**src/rtl/fht_adc_loader.sv**
```systemverilog
// ADC stream loader for fht_top: writes one N-point frame in bit-reversed order
// across the four FHT RAM banks, then starts the transform and waits for it to finish.
module fht_adc_loader #(
  parameter int unsigned ADC_WIDTH = 16,
  parameter int unsigned D_BIT     = 22,
  parameter int unsigned A_BIT     = 8,
  parameter int unsigned SCALE     = 0
) (
  input  logic                 iCLK,
  input  logic                 iRESET,
  input  logic                 iARM,
  input  logic                 iVALID,
  input  logic [ADC_WIDTH-1:0] iDATA,
  output logic                 oREADY,
  input  logic                 iFHT_RDY,
  output logic [3:0]           oWE,
  output logic [D_BIT-1:0]     oDATA,
  output logic [A_BIT-1:0]     oADDR_WR,
  output logic                 oSTART,
  output logic                 oBUSY,
  output logic                 oDONE,
  output logic                 oDROP
);

  localparam int unsigned NW = A_BIT + 2;

  typedef enum logic [2:0] {
    IDLE    = 3'd0,
    FILL    = 3'd1,
    FLUSH   = 3'd2,
    START   = 3'd3,
    WAIT_LO = 3'd4,
    WAIT_HI = 3'd5
  } state_t;

  state_t                state_q;
  logic [NW-1:0]         n_q;
  logic [NW-1:0]         n_rev;
  logic                  ready_q;
  logic                  start_q;
  logic                  busy_q;
  logic                  done_q;
  logic                  drop_en_q;
  logic [3:0]            we_q;
  logic [D_BIT-1:0]      data_q;
  logic [A_BIT-1:0]      addr_q;
  logic                  accept;
  logic                  last_sample;
  logic signed [ADC_WIDTH-1:0] sample_s;
  logic signed [D_BIT-1:0]     sample_ext;

  always_comb begin
    n_rev = '0;
    for (int unsigned i = 0; i < NW; i++) begin
      n_rev[i] = n_q[NW-1-i];
    end
  end

  // Width rule ADC_WIDTH+SCALE <= D_BIT guarantees the shift never overflows.
  always_comb begin
    sample_s   = iDATA;
    sample_ext = D_BIT'(sample_s) <<< SCALE;
  end

  assign accept      = iVALID & ready_q;
  assign last_sample = (n_q == '1);

  always_ff @(posedge iCLK or negedge iRESET) begin
    if (!iRESET) begin
      state_q   <= IDLE;
      n_q       <= '0;
      ready_q   <= 1'b0;
      start_q   <= 1'b0;
      busy_q    <= 1'b0;
      done_q    <= 1'b0;
      drop_en_q <= 1'b0;
      we_q      <= '0;
      data_q    <= '0;
      addr_q    <= '0;
    end else begin
      start_q <= 1'b0;
      done_q  <= 1'b0;
      we_q    <= '0;

      if (accept) begin
        we_q   <= 4'd1 << n_rev[NW-1 -: 2];
        addr_q <= n_rev[A_BIT-1:0];
        data_q <= sample_ext;
        n_q    <= n_q + NW'(1);
      end

      unique case (state_q)
        IDLE: begin
          if (iARM && iFHT_RDY) begin
            state_q   <= FILL;
            n_q       <= '0;
            ready_q   <= 1'b1;
            busy_q    <= 1'b1;
            drop_en_q <= 1'b0;
          end
        end
        FILL: begin
          if (accept && last_sample) begin
            state_q   <= FLUSH;
            ready_q   <= 1'b0;
            drop_en_q <= 1'b1;
          end
        end
        FLUSH: begin
          state_q <= START;
          start_q <= 1'b1;
        end
        START: begin
          state_q <= WAIT_LO;
        end
        WAIT_LO: begin
          if (!iFHT_RDY) begin
            state_q <= WAIT_HI;
          end
        end
        WAIT_HI: begin
          if (iFHT_RDY) begin
            state_q   <= IDLE;
            done_q    <= 1'b1;
            busy_q    <= 1'b0;
            drop_en_q <= 1'b0;
          end
        end
        default: begin
          state_q   <= IDLE;
          ready_q   <= 1'b0;
          busy_q    <= 1'b0;
          drop_en_q <= 1'b0;
        end
      endcase
    end
  end

  assign oREADY   = ready_q;
  assign oWE      = we_q;
  assign oDATA    = data_q;
  assign oADDR_WR = addr_q;
  assign oSTART   = start_q;
  assign oBUSY    = busy_q;
  assign oDONE    = done_q;
  assign oDROP    = iVALID & drop_en_q;

endmodule

```
**config.mk**
```make
export PLATFORM = sky130hd
export DESIGN_NAME = fht_adc_loader
export DESIGN_NICKNAME = d
export VERILOG_FILES = /design/src/rtl/fht_adc_loader.sv
export SDC_FILE = /design/constraint.sdc
export NUM_CORES = 1
export LEC_CHECK = 0
export CAP_MARGIN = 20
export CORE_MARGIN = 2
export CORE_UTILIZATION = 47
export DETAILED_ROUTE_END_ITERATION = 6
export PLACE_DENSITY = 0.8
export RECOVER_POWER = 25
export SYNTH_ARGS = -nofsm -noshare
export SYNTH_HDL_FRONTEND = slang
export SYNTH_SLANG_ARGS = --single-unit
```
**constraint.sdc**
```tcl
create_clock -name iCLK -period 1.9 [get_ports iCLK]
set_input_delay 0.19 -clock iCLK [delete_from_list [all_inputs] [get_ports iCLK]]
set_output_delay 0.19 -clock iCLK [all_outputs]
set_load 0.03 [all_outputs]
```
==> results of run 1 <==
## state kept, by name, summed over array words and instances (netlist names)
signal     cells
oDONE          1
drop_en_q      1
oSTART         1
oBUSY          1
oREADY         1
state_q        3
oADDR_WR       8
oDATA         16
n_q           10
oWE            4
## power groups by stage
stage | Clock, mW | Combinational [mW] | Sequential [mW]
6_report | 0.861 | 1.42 | 1.37
5_1_grt | 0.926 | 1.51 | 1.41
4_1_cts | 0.885 | 1.43 | 1.37
3_5_place_dp | 0 | 1.43 | 1.39
3_3_place_gp | 0 | 1.40 | 1.37
2_1_floorplan | 0 | 0.545 | 1.71
## cell families after synthesis
| group | Yosys count | synth area share (%) |
|---|---|---|
| DFF | 46 | 56.8 |
| and+or+nand+nor | 45 | 12.9 |
| AOI/OAI and AO/OA | 29 | 9.33 |
| muxes | 22 | 12.2 |
| buffers and inverters | 21 | 5.44 |
| adders and majority gates | 4 | 2.47 |
| xor gates and xnor gates | 2 | 0.865 |
## area by class of cell
type | count | area [µm²]
clock buffers | 5 | 68.8
repair buffers | 65 | 646
well taps | 50 | 62.6
flip-flops and latches | 46 | 1150
inverters | 7 | 26.3
clock inverters | 3 | 68.8
fillers | 312 | 1300
multi-input cells | 102 | 764
## synthesized netlist by cell type
library cell	count
dfrtp_1	46
mux2_2	21
nand2_1	13
a21oi_1	8
o21ai_0	8
buf_4	7
inv_1	7
nor2_1	6
and3_1	4
buf_2	4
ha_1	4
o31ai_1	4
and2_1	3
clkbuf_1	3
nand3_1	3
or4_1	3
a21boi_0	2
nand2b_1	2
nand4_2	2
nor4_1	2
o21bai_1	2
xnor2_1	2
a221oi_2	1
a311oi_1	1
mux2i_1	1
nand3b_1	1
nand4bb_1	1
nor2b_1	1
o221ai_1	1
o22a_2	1
o22ai_1	1
or3_1	1
or3_2	1
or4_2	1
or4_4	1
## worst paths after layout
kind / startpoint / endpoint / slack, ns
max reg2reg: n_q[1] / n_q[8] / 0.24
min in group asynchronous: iRESET / oDATA[9] / 0.70
min: oADDR_WR[7] / oADDR_WR[7] / 0.48
max in group asynchronous: iRESET / state_q[1] / 0.53
max: oREADY / oREADY / 0.17
min reg2reg: oADDR_WR[7] / oADDR_WR[7] / 0.48
## per-stage QoR
step	utilization (%)	cell area [µm²]	total power [mW]
global route	68.2	2790	3.84
detailed placement	64.6	2640	2.82
CTS	68.2	2790	3.69
global placement	64.6	2640	2.77
floorplan	-	2030	2.25
finish	68.2	2790	3.66
## worst register-to-register path: stages (launching register included)
cell and delay, ns:
dfrtp_1 0.43, ha_1 0.22, inv_1 0.11, or4_2 0.66, a21oi_1 0.17
## layer usage
metal / part of all wire (%) / vias up
li1: - / 705
met1: 44 / 707
met2: 48 / 48
met3: 6.3 / 6
met4: 1.4 / 0
met5: 0 / -
## timing repair
action | CTS | global route
hold buffers | 1 | 0
endpoints found under the hold margin | 46 | 0
setup buffers | 0 | 0
resized for setup | 0 | 1
setup endpoints to repair | 0 | 1
==> impl_results.md, run 1 <==
* Status: completed
* # diodes at 0
* Dpl hpwl at 2.86 mm
* Num Clock Sinks at 46
* Hold slack final at 0.484 ns
* Ys Warns at 0
* Syn nets at 194
* Wire per inst at 14.9 µm
* Critical Path AT at around 1.5 ns
* Synth unique cells at 35
* Fin. Hold Viols at 0
* Vias in the first global route at 1454
* Core area at 0.00409 mm²
* Antenna-violating nets left at 0
* Total negative setup slack at 0 ns
* Delay of the slowest critical-path stage at ~0.73 ns
* Final setup margin at 0.172 ns
* CTS Buffer Depth at 2
* Die W at between 60 and 70 µm
* Worst skew pair latency at 0.30 ns
* Slew Viols, Final at 0
* DRC viols at 0
* Initial Util at 49.6%
* Pre-antenna DRT Iters at 4
* Initial antenna violation count at 0
* Hold crit path type: reg2reg
* GRT Util Overall at a little under a fifth
* Slew HR at 26.6%
* Met2 Use GR at 30.6%
* Critical Path RT at 1.71 ns
* Post-Syn Area at 0.00203 mm²
* Routability cong. at 0.715
* Via density at 5.27
* Port buffer count at 59
* Synth Area per Inst at 12.0 µm²
* Area contributors post-synth: dfrtp_1, mux2_2, buf_4
* Most area-hungry cell type in the Yosys netlist: dfrtp_1
* Synth Instances at 169
* Max Fclk at slightly below 0.6 GHz
* Placed cells at 269
* Nets at roughly 250
* CTS Buf Count at 5
* Pre-CTS worst setup slack at -0.0479 ns
* Seq pwr share at 37.5%
* Seq cells post-synth at 46
* Power Internal at 2.37 mW
* Critical path cell sequence: clkdlybuf4s50_1
* CP max FO at 10
* CP max stage cell: clkdlybuf4s50_1
* Cell Pwr Density at between 1000 and 1500 mW/mm²
* CP endpoint kind: output port
* Max cap viols at 0
* Die Height at 69.7 µm
* Final wirelength at 4.14 mm
* Final Skew at 0.00932 ns
* Fraction of layout cells with a size suffix above 1 at between 10% and 20%
* Final cycle utilization of the critical path at 90.9%
* First-pass GRT wire length at 7.10 mm
* TritonCTS clock tree: done
* Layer with the highest usage: met2
* Clock Tree Root: clkbuf_8
* WP buf/inv at 1
* CTS clk-pin slew, worst paths at about 0.090 ns
* Largest net degree at the start of global routing at 47
* GRT met3 Usage at 4.51%
* Area share of the largest cell type after synthesis at 56.8%
* Net Sw Frac at 35.2%
* FP Rows at 23
* H-tree depth at 2
* Grt total ovfl at 0
* Comb pwr share at 38.9%
* Synth-to-Final Area Change at 37.6%
* Final cell count without fillers at 278
* Post-synthesis sequential area ratio at 56.8%
* P_leak at 1.23 nW
* Die area at ~0.0049 mm²
* # IOs at 60
* Final setup violation count at 0
* Hold Path Cell Cnt at 2
* Via Count at 1466
* Fin crit period at 1.73 ns
* Unrepaired setup endpoints after global routing: no
* VDD IR max at 843 µV
* CP Launch Type: flip-flop
* M1 GR Usage at a little under a quarter
* Clock share of power at a little under a quarter
* Top delay family on crit path: buffers and inverters
* Initial DRC count at 105
* Crit Path Class: reg2out
* Commonest cells after routing, fill and taps aside: clkdlybuf4s50_1, dfrtp_1, mux2_2
* R2R depth at 4
* Most common library cell in the layout ignoring fill and taps: clkdlybuf4s50_1
* Worst Max-Slew Pin Slew at about 1.1 ns
* Switching pwr at 1.29 mW
* Crit path depth at 1
(Power assumes the default switching activity.)
==> run 2: changes to the inputs <==
--- a/config.mk
+++ b/config.mk
@@ -9,7 +9,7 @@
 export CORE_MARGIN = 2
 export CORE_UTILIZATION = 47
 export DETAILED_ROUTE_END_ITERATION = 6
-export PLACE_DENSITY = 0.8
+export PLACE_DENSITY_LB_ADDON = 0.12
 export RECOVER_POWER = 25
 export SYNTH_ARGS = -nofsm -noshare
 export SYNTH_HDL_FRONTEND = slang
==> run 2 against run 1 <==
Against the previous run: first-iteration DRC count down 39%; count of clock-buffer cells in the layout rose by 1; clock power down 35%; wire length grew 0.99%; global-route usage is 0.26 points lower; highest routed layer unchanged; critical endpoint unchanged; sequential share of layout area increased by 0.68 points; largest power group unchanged; critical path type unchanged.
==> impl_results.md, run 2 (synthesized netlist as in run 1, its figures left out) <==
* Hold crit path type: reg2reg
* # IOs at 60
* Postcts setup bufs at 0
* Max Fclk at 0.581 GHz
* CP endpoint kind: output port
* Cell Pwr Density at 1220 mW/mm²
* Critical Path RT at 1.71 ns
* Final wirelength at 4.18 mm
* Unrepaired setup endpoints after global routing: no
* Slew HR at roughly a quarter
* Resize count post-CTS at 0
* Hold slack final at slightly below 0.5 ns
* CP max FO at 10
* Core area at 0.00409 mm²
* Dpl hpwl at between 3 and 4 mm
* Most common library cell in the layout ignoring fill and taps: clkdlybuf4s50_1
* Die Height at 69.7 µm
* Slew Viols, Final at 0
* Commonest cells after routing, fill and taps aside: clkdlybuf4s50_1, dfrtp_1, mux2_2
* Grt total ovfl at 0
* Critical Path AT at between 1.5 and 2 ns
* GRT Util Overall at 18.2%
* CP max stage cell: clkdlybuf4s50_1
* Routability cong. at between 0.8 and 0.9
* CTS Buf Count at 5
* CTS Buffer Depth at 2
* Fin crit period at 1.72 ns
* Vias in the first global route at 1469
* Final cycle utilization of the critical path at 90.6%
* Clock Tree Root: clkbuf_8
* H-tree depth at 2
* Via density at 5.36
* Initial DRC count at 64
* Num Clock Sinks at 46
* Total negative setup slack at 0 ns
* Top delay family on crit path: buffers and inverters
* Synth-to-Final Area Change at 35.4%
* Max cap viols at 0
* WP buf/inv at 1
* Antenna-violating nets left at 0
* Initial antenna violation count at 0
* # diodes at 0
* Final setup violation count at 0
* Largest net degree at the start of global routing at 47
* First-pass GRT wire length at between 7 and 8 mm
* VDD IR max at 666 µV
* Critical path cell sequence: clkdlybuf4s50_1
* Delay of the slowest critical-path stage at 0.73 ns
* Wire per inst at between 10 and 15 µm
* Port buffer count at 59
* CP Launch Type: flip-flop
* Crit Path Class: reg2out
* P_leak at 1.19 nW
* Status: completed
* TritonCTS clock tree: done
* Die area at around 0.0049 mm²
* Pre-antenna DRT Iters at 4
* DRC viols at 0
* Number of flip-flops in the largest register at 16
* Pre-CTS worst setup slack at about 0.09 ns
* Worst Max-Slew Pin Slew at between 1 and 1.5 ns
* Initial Util at around half
* Fraction of layout cells with a size suffix above 1 at ~18%
* Via Count at 1495
* FP Rows at 23
* Die W at about 70 µm
* Final Skew at 0.0127 ns
* CTS clk-pin slew, worst paths at 0.09 ns
* Worst skew pair latency at around 0.30 ns
* Fin. Hold Viols at 0
* Nets at 254
* Final setup margin at approximately 0.18 ns
## run 2: layout make-up
class	instances	area [µm²]
Timing Repair Buffer	67	658
Inverter	7	26.3
Sequential cell	46	1150
Tap cell	50	62.6
Clock inverter	1	7.51
Fill cell	314	1340
Multi-Input combinational cell	102	764
Clock buffer	6	72.6
## run 2: per-stage QoR
stage / cell area, µm² / util (%) / power [mW] / cells
2_1_floorplan: 2030 / - / 2.25 / 169
3_3_place_gp: 2660 / 65.0 / 2.78 / 271
3_5_place_dp: 2660 / 65.0 / 2.83 / 271
4_1_cts: 2750 / 67.2 / 3.40 / 279
5_1_grt: 2740 / 67.1 / 3.55 / 279
6_report: 2740 / 67.1 / 3.36 / 279
## run 2: what timing repair did
item | in CTS | in global routing
setup endpoints to repair | 0 | 0
endpoints found under the hold margin | 38 | 0
hold buffers | 1 | 0
## run 2: power by group
| part | internal, mW | total (mW) | leakage [nW] | switching [mW] |
|---|---|---|---|---|
| combinational | 0.644 | 1.43 | 0.571 | 0.782 |
| clock | 0.252 | 0.560 | 0.0373 | 0.308 |
| sequential | 1.20 | 1.37 | 0.579 | 0.170 |
## run 2: final timing paths
check	endpoint	cells after the start	from	slack, ns
max	oREADY	1	oREADY	0.18
min	oADDR_WR[7]	2	oADDR_WR[7]	0.48
max reg2reg	n_q[8]	4	n_q[1]	0.25
min reg2reg	oADDR_WR[7]	2	oADDR_WR[7]	0.48
max in group asynchronous	n_q[5]	3	iRESET	0.50
min in group asynchronous	oDATA[9]	3	iRESET	0.72
## run 2: layer usage
| metal | routed length, µm | global-route usage (%) | vias to the layer above |
|---|---|---|---|
| met5 | 0 | 0 | - |
| met3 | 276 | 5.09 | 9 |
| li1 | - | - | 709 |
| met1 | 1770 | 22.7 | 719 |
| met2 | 2050 | 30.9 | 58 |
| met4 | 80 | 5.77 | 0 |
## run 2: tightest hold or removal path: cells and delay by family, from the launching register on
kind             cells  cell delay [ns]
DFF                  1             0.34
and+or+nand+nor      2             0.10
